[src/rtl/input_buf_pkg.sv]
// input_buf_pkg: shared widths and enums for the ifmap input-buffer loader
package input_buf_pkg;
  localparam int OFF_W  = $clog2(1176);
  localparam int BNK_W  = $clog2(25);
  localparam int CNT_W  = $clog2(1176 + 1);
  localparam int BCNT_W = $clog2(25 + 1);
  typedef enum logic [1:0] {IDLE, LOAD, FLUSH} load_state_t;
  typedef enum logic {BANK_MAJOR, ROUND_ROBIN} load_mode_t;
endpackage

[src/rtl/buff_addr_gen.sv]
// buff_addr_gen: latched load config plus bank/offset/beat counters with mode-dependent wrap
module buff_addr_gen
  import input_buf_pkg::*;
#(
  parameter int SRAM_DEPTH = 1176,
  parameter int BAND_WIDTH = 25,
  localparam int OW = $clog2(SRAM_DEPTH),
  localparam int BW = $clog2(BAND_WIDTH),
  localparam int CW = $clog2(SRAM_DEPTH + 1),
  localparam int BCW = $clog2(BAND_WIDTH + 1),
  localparam int TW = $clog2(SRAM_DEPTH * BAND_WIDTH + 1)
) (
  input  logic           clk,
  input  logic           rst,
  input  logic           load_i,
  input  load_mode_t     mode_i,
  input  logic [BCW-1:0] bank_cnt_i,
  input  logic [CW-1:0]  wpb_i,
  input  logic           beat_i,
  output logic [BW-1:0]  bank_o,
  output logic [OW-1:0]  off_o,
  output logic           last_o
);
  load_mode_t     mode_q;
  logic [BCW-1:0] bcnt_q;
  logic [CW-1:0]  wpb_q;
  logic [TW-1:0]  total_q, beat_q;
  logic [BW-1:0]  bank_q;
  logic [OW-1:0]  off_q;
  logic           off_end, bank_end;
  assign off_end  = CW'(off_q) == wpb_q - CW'(1);
  assign bank_end = BCW'(bank_q) == bcnt_q - BCW'(1);
  assign bank_o   = bank_q;
  assign off_o    = off_q;
  assign last_o   = beat_q == total_q - TW'(1);
  // config is captured only on an accepted start; counters advance one step per beat
  always_ff @(posedge clk) begin
    if (rst) begin
      mode_q  <= BANK_MAJOR;
      bcnt_q  <= '0;
      wpb_q   <= '0;
      total_q <= '0;
      beat_q  <= '0;
      bank_q  <= '0;
      off_q   <= '0;
    end else if (load_i) begin
      mode_q  <= mode_i;
      bcnt_q  <= bank_cnt_i;
      wpb_q   <= wpb_i;
      total_q <= TW'(bank_cnt_i) * TW'(wpb_i);
      beat_q  <= '0;
      bank_q  <= '0;
      off_q   <= '0;
    end else if (beat_i) begin
      beat_q <= beat_q + TW'(1);
      if (mode_q == ROUND_ROBIN) begin
        bank_q <= bank_end ? '0 : bank_q + BW'(1);
        off_q  <= bank_end ? off_q + OW'(1) : off_q;
      end else begin
        off_q  <= off_end ? '0 : off_q + OW'(1);
        bank_q <= off_end ? bank_q + BW'(1) : bank_q;
      end
    end
  end
endmodule

[src/rtl/ifmap_buff_loader.sv]
// ifmap_buff_loader: turns a valid/ready byte stream into banked input-SRAM write strobes
module ifmap_buff_loader
  import input_buf_pkg::*;
#(
  parameter int SRAM_DEPTH = 1176,
  parameter int BAND_WIDTH = 25,
  parameter int DATA_WIDTH = 8,
  localparam int OW = $clog2(SRAM_DEPTH),
  localparam int BW = $clog2(BAND_WIDTH),
  localparam int CW = $clog2(SRAM_DEPTH + 1),
  localparam int BCW = $clog2(BAND_WIDTH + 1)
) (
  input  logic                  clk,
  input  logic                  rst,
  input  logic                  start_i,
  input  logic                  mode_i,
  input  logic [BCW-1:0]        bank_cnt_i,
  input  logic [CW-1:0]         words_per_bank_i,
  input  logic                  s_valid_i,
  input  logic [DATA_WIDTH-1:0] s_data_i,
  output logic                  s_ready_o,
  output logic                  wea_o,
  output logic [BW+OW-1:0]      addra_o,
  output logic [DATA_WIDTH-1:0] dia_o,
  output logic                  busy_o,
  output logic                  load_done_o,
  output logic                  cfg_err_o
);
  load_state_t   state_q, state_d;
  logic          cfg_ok, idle, go, beat, last;
  logic [BW-1:0] bank;
  logic [OW-1:0] off;
  assign cfg_ok = bank_cnt_i != '0 && bank_cnt_i <= BCW'(BAND_WIDTH) &&
                  words_per_bank_i != '0 && words_per_bank_i <= CW'(SRAM_DEPTH);
  assign idle   = state_q == IDLE;
  assign go     = idle && start_i && cfg_ok;
  assign beat   = s_valid_i && s_ready_o;
  buff_addr_gen #(.SRAM_DEPTH(SRAM_DEPTH), .BAND_WIDTH(BAND_WIDTH)) u_addr (
    .clk       (clk),
    .rst       (rst),
    .load_i    (go),
    .mode_i    (load_mode_t'(mode_i)),
    .bank_cnt_i(bank_cnt_i),
    .wpb_i     (words_per_bank_i),
    .beat_i    (beat),
    .bank_o    (bank),
    .off_o     (off),
    .last_o    (last)
  );
  // state register
  always_ff @(posedge clk) state_q <= rst ? IDLE : state_d;
  // next state: the last accepted beat moves to FLUSH so its write can drain
  always_comb state_d = idle ? (go ? LOAD : IDLE) :
                        state_q == LOAD ? ((beat && last) ? FLUSH : LOAD) : IDLE;
  // stream is only accepted while loading
  always_comb s_ready_o = state_q == LOAD;
  // registered write strobe one cycle after each beat, plus status pulses
  always_ff @(posedge clk) begin
    if (rst) begin
      wea_o       <= 1'b0;
      addra_o     <= '0;
      dia_o       <= '0;
      busy_o      <= 1'b0;
      load_done_o <= 1'b0;
      cfg_err_o   <= 1'b0;
    end else begin
      wea_o       <= beat;
      addra_o     <= beat ? {bank, off} : addra_o;
      dia_o       <= beat ? s_data_i : dia_o;
      busy_o      <= go || (busy_o && !load_done_o);
      load_done_o <= state_q == FLUSH;
      cfg_err_o   <= idle && start_i && !cfg_ok;
    end
  end
endmodule

[config.mk]
export PLATFORM = sky130hd
export DESIGN_NAME = ifmap_buff_loader
export DESIGN_NICKNAME = d
export VERILOG_FILES = /design/src/rtl/input_buf_pkg.sv /design/src/rtl/buff_addr_gen.sv /design/src/rtl/ifmap_buff_loader.sv
export SDC_FILE = /design/constraint.sdc
export NUM_CORES = 1
export LEC_CHECK = 0
export CAP_MARGIN = 20
export CORE_MARGIN = 2
export CORE_UTILIZATION = 50
export CTS_CLUSTER_SIZE = 24
export DETAILED_ROUTE_END_ITERATION = 6
export GPL_TIMING_DRIVEN = 0
export MAX_ROUTING_LAYER = met4
export PLACE_DENSITY = 0.83
export RECOVER_POWER = 50
export SETUP_SLACK_MARGIN = 0.02
export SYNTH_ARGS = -nofsm -noshare
export SYNTH_HDL_FRONTEND = slang
export SYNTH_HIERARCHICAL = 1
export SYNTH_SLANG_ARGS = --single-unit
[constraint.sdc]
create_clock -name clk -period 5.1 [get_ports clk]
set_input_delay 0.765 -clock clk [delete_from_list [all_inputs] [get_ports clk]]
set_output_delay 0.765 -clock clk [all_outputs]
set_load 0.03 [all_outputs]
==> flow_metrics.py, run 1 <==
metrics = {
    "run_status": {
        "status": "completed",
    },
    "final_layout": {
        "mostFrequentLayoutCell": "nand2_1",
        "finish.utilization_pct": 61.0,
        "nets": 903,
        "final_cell_mix": "nand2_1 (104), dfxtp_1 (93), nor2_1 (62)",
        "drive_gt1_share_pct": 4.13,
        "layout-area-overhead-vs-synth_pct": 17.7,
        "n_antenna_cell": 0,
        "fin_cells": 992,
        "num-fill-cells": 1115,
    },
    "min_path": {
        "hold_class": "reg -> reg",
        "min_to": "addra_o[6]",
        "min_path_cells": 2,
        "hp-start": "addra_o[6]",
    },
    "timing": {
        "setup_viol": 0,
        "period_share_pct": 95.0,
        "clock.fmax_mhz": 206,
        "drv_slew": 0,
        "rsz0062_at_grt": "no",
        "fin_skew_ns": 0.00578,
        "fin_crit_ns": 4.84,
        "hold_viol_final": 0,
        "worst_pin_slew_ns": 0.702,
        "slew_headroom_pct": 53.2,
    },
    "logic_synthesis": {
        "synthFlopType": "dfxtp_1",
        "yosysUniqueCellTypes": 64,
        "yosysWarnings": 6,
        "ys_seq_elements": 93,
        "syn_area_per_cell_um2": 8.36,
        "synth_edf_count": 0,
        "netlist_instances": 751,
        "synth_area_um2": 6270,
        "synthArstFlopShare_pct": 0,
        "synth_area_leaders": "dfxtp_1 (30%), fa_1 (8.3%), nand2_1 (6.2%), ha_1 (5.8%), xnor2_1 (5.0%)",
        "synth_nets": 835,
        "synth.largest_area_cell": "dfxtp_1",
        "yosysSeqAreaShare_pct": 29.7,
        "yosysTopAreaCellShare_pct": 29.7,
    },
    "critical_path": {
        "cp-start-kind": "input pin",
        "crit_family": "adder cells",
        "cp_cell_sequence": "clkdlybuf4s50_1 -> clkbuf_1 -> nand2_1 -> fa_1 -> fa_1 -> fa_1 -> inv_1 -> ha_1 -> a21oi_1 -> o21bai_1 -> a21boi_0 -> nor2_1 -> a31oi_1 -> xor2_1 -> o21ai_0",
        "crit_arrival_ns": 5.06,
        "critPathCaptureType": "register",
        "required_ns": 5.32,
        "ff2ff_setup_slack_ns": 2.14,
        "cp_slowest_cell": "clkdlybuf4s50_1",
        "r2r_cells": 10,
        "worst_path_largest_cell_delay_ns": 0.60,
        "cp_max_fo": 10,
        "path_class": "in -> reg",
        "critPathBufInv": 3,
        "timing.rr.start": "u_addr/total_q[2]",
        "cp_common_cell": "fa_1",
        "r2r-end": "state_q[0]",
    },
    "clock_tree": {
        "cts_root_buf": "clkbuf_16",
        "cts_tree": "done",
        "clock-sinks": 93,
        "clk_latency_ns": 0.35,
        "cts.clk_slew.worst_paths_ns": 0.06,
        "clk_path_buf_depth": 2,
        "h-tree-depth": 3,
        "cts_buffers": 9,
        "post-cts-setup-buffers": 0,
    },
    "global_route": {
        "grt_start_max_net_pins": 16,
        "overflow": 0,
        "grt_pass1_vias": 5104,
        "grt_pass1_wl_mm": 23.4,
        "grt_antenna_before_repair": 0,
        "track_usage_pct": 22.4,
    },
    "placed_design": {
        "io_buffer_count": 57,
        "dp_cells": 976,
        "dp.final_hpwl_mm": 10.8,
        "gp_congestion": 0.851,
    },
    "detailed_routing": {
        "routed-via-count": 5412,
        "post_drt_wl_per_cell_um": 14.3,
        "final_antenna_net_count": 0,
        "first_iter_violations": 316,
        "drt_wl_total_mm": 14.2,
        "vias_per_cell": 5.46,
        "drcViolationCount": 0,
        "first_pass_iters": 6,
    },
    "floorplan": {
        "start_util_pct": 51.8,
        "core-area_um2": 12100,
        "std_cell_rows": 40,
        "pin_count": 58,
        "dieArea_um2": 13500,
        "die_y_um": 116,
        "die_w_um": 116,
    },
    "power_and_ir_drop": {
        "p_switching_uw": 704,
        "p_sw_share_pct": 31.4,
        "p_seq_share_pct": 35.3,
        "max-vdd-ir-drop_uv": 187,
        "power_frac_comb_pct": 30.5,
        "p_leak_nw": 3.02,
        "p_per_area_nw_per_um2": 304,
        "p_int_mw": 1.54,
        "clkPwrFrac_pct": 34.2,
    },
    "flow_run": {
        "max_cap_violations": 0,
    },
}
==> worst max path at each step <==
stage,start,depth (start not counted),to
floorplan,bank_cnt_i[4],16,u_addr/total_q[14]
global placement,bank_cnt_i[4],15,u_addr/total_q[12]
detailed placement,bank_cnt_i[3],15,u_addr/total_q[12]
CTS,bank_cnt_i[3],15,u_addr/total_q[12]
global route,bank_cnt_i[2],16,u_addr/total_q[12]
finish,bank_cnt_i[2],15,u_addr/total_q[12]
==> power groups by stage <==
| stage | clock network, mW | registers, mW | logic [mW] |
|---|---|---|---|
| 2_1_floorplan | 0 | 0.803 | 0.517 |
| 3_3_place_gp | 0 | 0.805 | 0.657 |
| 3_5_place_dp | 0 | 0.806 | 0.679 |
| 4_1_cts | 0.771 | 0.790 | 0.685 |
| 5_1_grt | 0.805 | 0.794 | 0.765 |
| 6_report | 0.768 | 0.791 | 0.684 |
==> what timing repair did <==
| action | in CTS | in global routing |
|---|---|---|
| hold buffers | 0 | 0 |
| hold endpoints to repair | 0 | 0 |
| setup endpoints to repair | 0 | 5 |
| gates resized for setup | 0 | 5 |
==> layer usage <==
layer  part of all wire, %  vias to the layer above  wire length, µm  GRT usage, %
li1                      -                     2687                -             -
met1                    46                     2583             6570          27.5
met2                    48                      112             6800          36.9
met3                   3.6                       30              512          4.18
met4                   2.3                        0              320          7.78
met5                     0                        -                0             -
==> area by class of cell <==
type	count	area [µm²]	share of cell area, %
plain buffers	29	123	1.66
clock buffers	10	229	3.10
clock inverters	6	111	1.51
inverters	52	195	2.64
multi-input cells	577	4090	55.3
flip-flops and latches	93	1860	25.2
well taps	168	210	2.85
repair buffers	57	571	7.72
==> state kept, by name (all words and copies together), names as in the netlist <==
signal and cells:
u_addr/bcnt_q 5, u_addr/mode_q 1, u_addr/off_o 11, u_addr/wpb_q 11, wea_o 1, state_q 2, u_addr/beat_q 15, dia_o 8
load_done_o 1, addra_o 16, busy_o 1, u_addr/bank_o 5, cfg_err_o 1, u_addr/total_q 15
==> worst register-to-register path, cell delays in order (launching register included) <==
cell and delay, ns:
dfxtp_1 0.38, or4_4 0.59, or3_1 0.34, or3_1 0.43, a21oi_1 0.13, a31oi_1 0.05, o22a_1 0.22, nor4_1 0.42
nand2_1 0.11, nand2_1 0.09, a21oi_1 0.07
==> Yosys cell counts, types with 8 or more instances <==
cell      count
a21oi_1      44
and2_1       39
clkbuf_1     21
dfxtp_1      93
fa_1         26
ha_1         29
inv_1        51
mux2i_1      28
nand2_1     103
nand2b_1     12
nand3_1      14
nand4_1      12
nor2_1       62
nor3_1       11
o211ai_1      8
o21ai_0      17
or3_1        11
xnor2_1      36
xor2_1       28
==> through the flow <==
stage / total power, mW / setup slack (ns) / hold slack, ns / setup TNS [ns] / instance area [µm²]
after global routing: 2.36 / 0.0375 / 0.469 / 0 / 7390
final: 2.24 / 0.256 / 0.449 / 0 / 7390
after global placement: 1.46 / -0.111 / 0.439 / -0.321 / 7060
after floorplan: 1.32 / 0.953 / 0.431 / 0 / 6270
after detailed placement: 1.48 / -0.214 / 0.447 / -0.820 / 7060
after CTS: 2.25 / 0.121 / 0.456 / 0 / 7400
==> cell families after synthesis <==
group	count (synthesis)	synth area share, %
simple gates	310	25.3
mux	29	4.65
xor+xnor	64	8.93
buf+inv	81	5.02
fa+ha+maj	55	14.1
compound gates	119	12.4
flops	93	29.7
Note: power is estimated with default switching activity, not from simulation.
==> run 2: changes to the inputs <==
Settings changed: SETUP_SLACK_MARGIN 0.02 to unset, SKIP_CTS_REPAIR_TIMING set to 1, SKIP_LAST_GASP set to 1.
==> results of run 2 <==
Final layout, timing and power as in run 1 (identical DEF).
==> run 3: changes to the inputs <==
Settings changed: CTS_BUF_LIST set to sky130_fd_sc_hd__clkbuf_16.
==> run 3 against run 2 <==
Against the previous run:
- first-iteration DRC count unchanged
- clock-buffer cell count down 1
- die area is the same
- largest power group unchanged
- final cell count did not move
- combinational power barely moved
- sequential share of layout area did not move
- via count about the same
==> flow_metrics.py, run 3 (synthesis results as in run 1) <==
metrics = {
    "final_layout": {
        "top_register": "addra_o",
        "fin_cells": 992,
        "mostFrequentLayoutCell": "nand2_1",
        "nets": 903,
        "finish.utilization_pct": 61.0,
        "final_cell_mix": "nand2_1 (104), dfxtp_1 (93), nor2_1 (62)",
        "seqCellArea_um2": 1860,
        "layout-area-overhead-vs-synth_pct": 17.7,
        "largest_register_ffs": 16,
        "multiInputGateArea_um2": 4090,
        "n_antenna_cell": 0,
        "reg.largest.list": "addra_o: 16 flops, u_addr/beat_q: 15 flops, u_addr/total_q: 15 flops",
        "num-fill-cells": 1115,
        "drive_gt1_share_pct": 4.13,
    },
    "flow_run": {
        "max_cap_violations": 0,
    },
    "timing": {
        "slew_headroom_pct": 53.5,
        "drv_slew": 0,
        "hold_viol_final": 0,
        "fin_skew_ns": 0.00520,
        "layout_setup_ws_ns": 0.256,
        "rsz0062_at_grt": "no",
        "fin_crit_ns": 4.84,
        "clock.fmax_mhz": 206,
        "setup_viol": 0,
        "period_share_pct": 95.0,
        "worst_pin_slew_ns": 0.698,
    },
    "power_and_ir_drop": {
        "max-vdd-ir-drop_uv": 187,
        "p_per_area_nw_per_um2": 303,
        "p_leak_nw": 3.02,
    },
    "clock_tree": {
        "h-tree-depth": 3,
        "cts_buffers": 9,
        "clock-sinks": 93,
        "cts_tree": "done",
        "cts.clk_slew.worst_paths_ns": 0.06,
        "cts_root_buf": "clkbuf_16",
        "clk_latency_ns": 0.35,
        "clk_path_buf_depth": 2,
    },
    "placed_design": {
        "place_ws_ns": -0.214,
        "dp_cells": 976,
        "dp.final_hpwl_mm": 10.8,
        "io_buffer_count": 57,
        "gp_congestion": 0.851,
    },
    "detailed_routing": {
        "final_antenna_net_count": 0,
        "first_pass_iters": 5,
        "post_drt_wl_per_cell_um": 14.3,
        "vias_per_cell": 5.45,
        "first_iter_violations": 316,
        "routed-via-count": 5410,
        "drcViolationCount": 0,
        "drt_wl_total_mm": 14.2,
    },
    "global_route": {
        "track_usage_pct": 22.4,
        "grt_pass1_wl_mm": 23.4,
        "grt_start_max_net_pins": 16,
        "grt_pass1_vias": 5104,
        "grt_antenna_before_repair": 0,
        "overflow": 0,
    },
    "floorplan": {
        "start_util_pct": 51.8,
        "dieArea_um2": 13500,
        "pin_count": 58,
        "die_y_um": 116,
        "core-area_um2": 12100,
        "std_cell_rows": 40,
        "die_w_um": 116,
    },
    "min_path": {
        "hp-start": "addra_o[6]",
        "hold_class": "reg -> reg",
    },
    "run_status": {
        "status": "completed",
    },
    "critical_path": {
        "critPathCaptureType": "register",
        "path_class": "in -> reg",
        "timing.rr.start": "u_addr/total_q[2]",
        "required_ns": 5.32,
        "critPathLaunch": "bank_cnt_i[2]",
        "crit_arrival_ns": 5.06,
        "cp_max_fo": 10,
        "cp-start-kind": "input pin",
    },
}
-- run 3: changes by cell type in the layout (fill, tap and decap cells not counted), sizes merged --
cell    previous run  this run
clkbuf            31        30
inv               52        53
-- run 3: routing by layer --
metal  GRT usage (%)  part of all wire, %  wire, µm
met5               -                    0         0
met4            7.78                  2.3       320
met3            4.18                  3.6       518
met2            36.9                   48      6800
met1            27.5                   46      6560
-- run 3: final cells by class --
class / count / share of cell area [%]
multi-input cells: 577 / 55.3
flip-flops and latches: 93 / 25.2
repair buffers: 57 / 7.72
clock buffers: 9 / 3.05
well taps: 168 / 2.85
inverters: 52 / 2.64
plain buffers: 29 / 1.66
clock inverters: 7 / 1.56
-- run 3: final timing paths --
| kind | end | slack (ns) | depth (start not counted) |
|---|---|---|---|
| setup / recovery | u_addr/total_q[12] | 0.26 | 15 |
| hold / removal | addra_o[6] | 0.45 | 2 |
| setup reg to reg | state_q[0] | 2.14 | 10 |
| hold reg to reg | addra_o[6] | 0.45 | 2 |
-- run 3: report_power, final --
| part | switching [mW] | internal [mW] |
|---|---|---|
| logic | 0.380 | 0.304 |
| clock network | 0.289 | 0.477 |
| registers | 0.0350 | 0.756 |
-- run 3: worst max-delay path, stage by stage --
cell and delay [ns]:
clkdlybuf4s50_1 0.60, clkbuf_1 0.39, nand2_1 0.13, fa_1 0.49
fa_1 0.52, fa_1 0.54, inv_1 0.05, ha_1 0.33
a21oi_1 0.18, o21bai_1 0.12, a21boi_0 0.32, nor2_1 0.11
a31oi_1 0.24, xor2_1 0.18, o21ai_0 0.10
-- run 3: stage by stage --
stage / cell area [µm²] / power, mW / setup TNS, ns / hold slack, ns
final: 7390 / 2.24 / 0 / 0.449
after detailed placement: 7060 / 1.48 / -0.820 / 0.447
after global placement: 7060 / 1.46 / -0.321 / 0.439
after global routing: 7390 / 2.36 / 0 / 0.469
after CTS: 7400 / 2.24 / 0 / 0.456
after floorplan: 6270 / 1.32 / 0 / 0.431
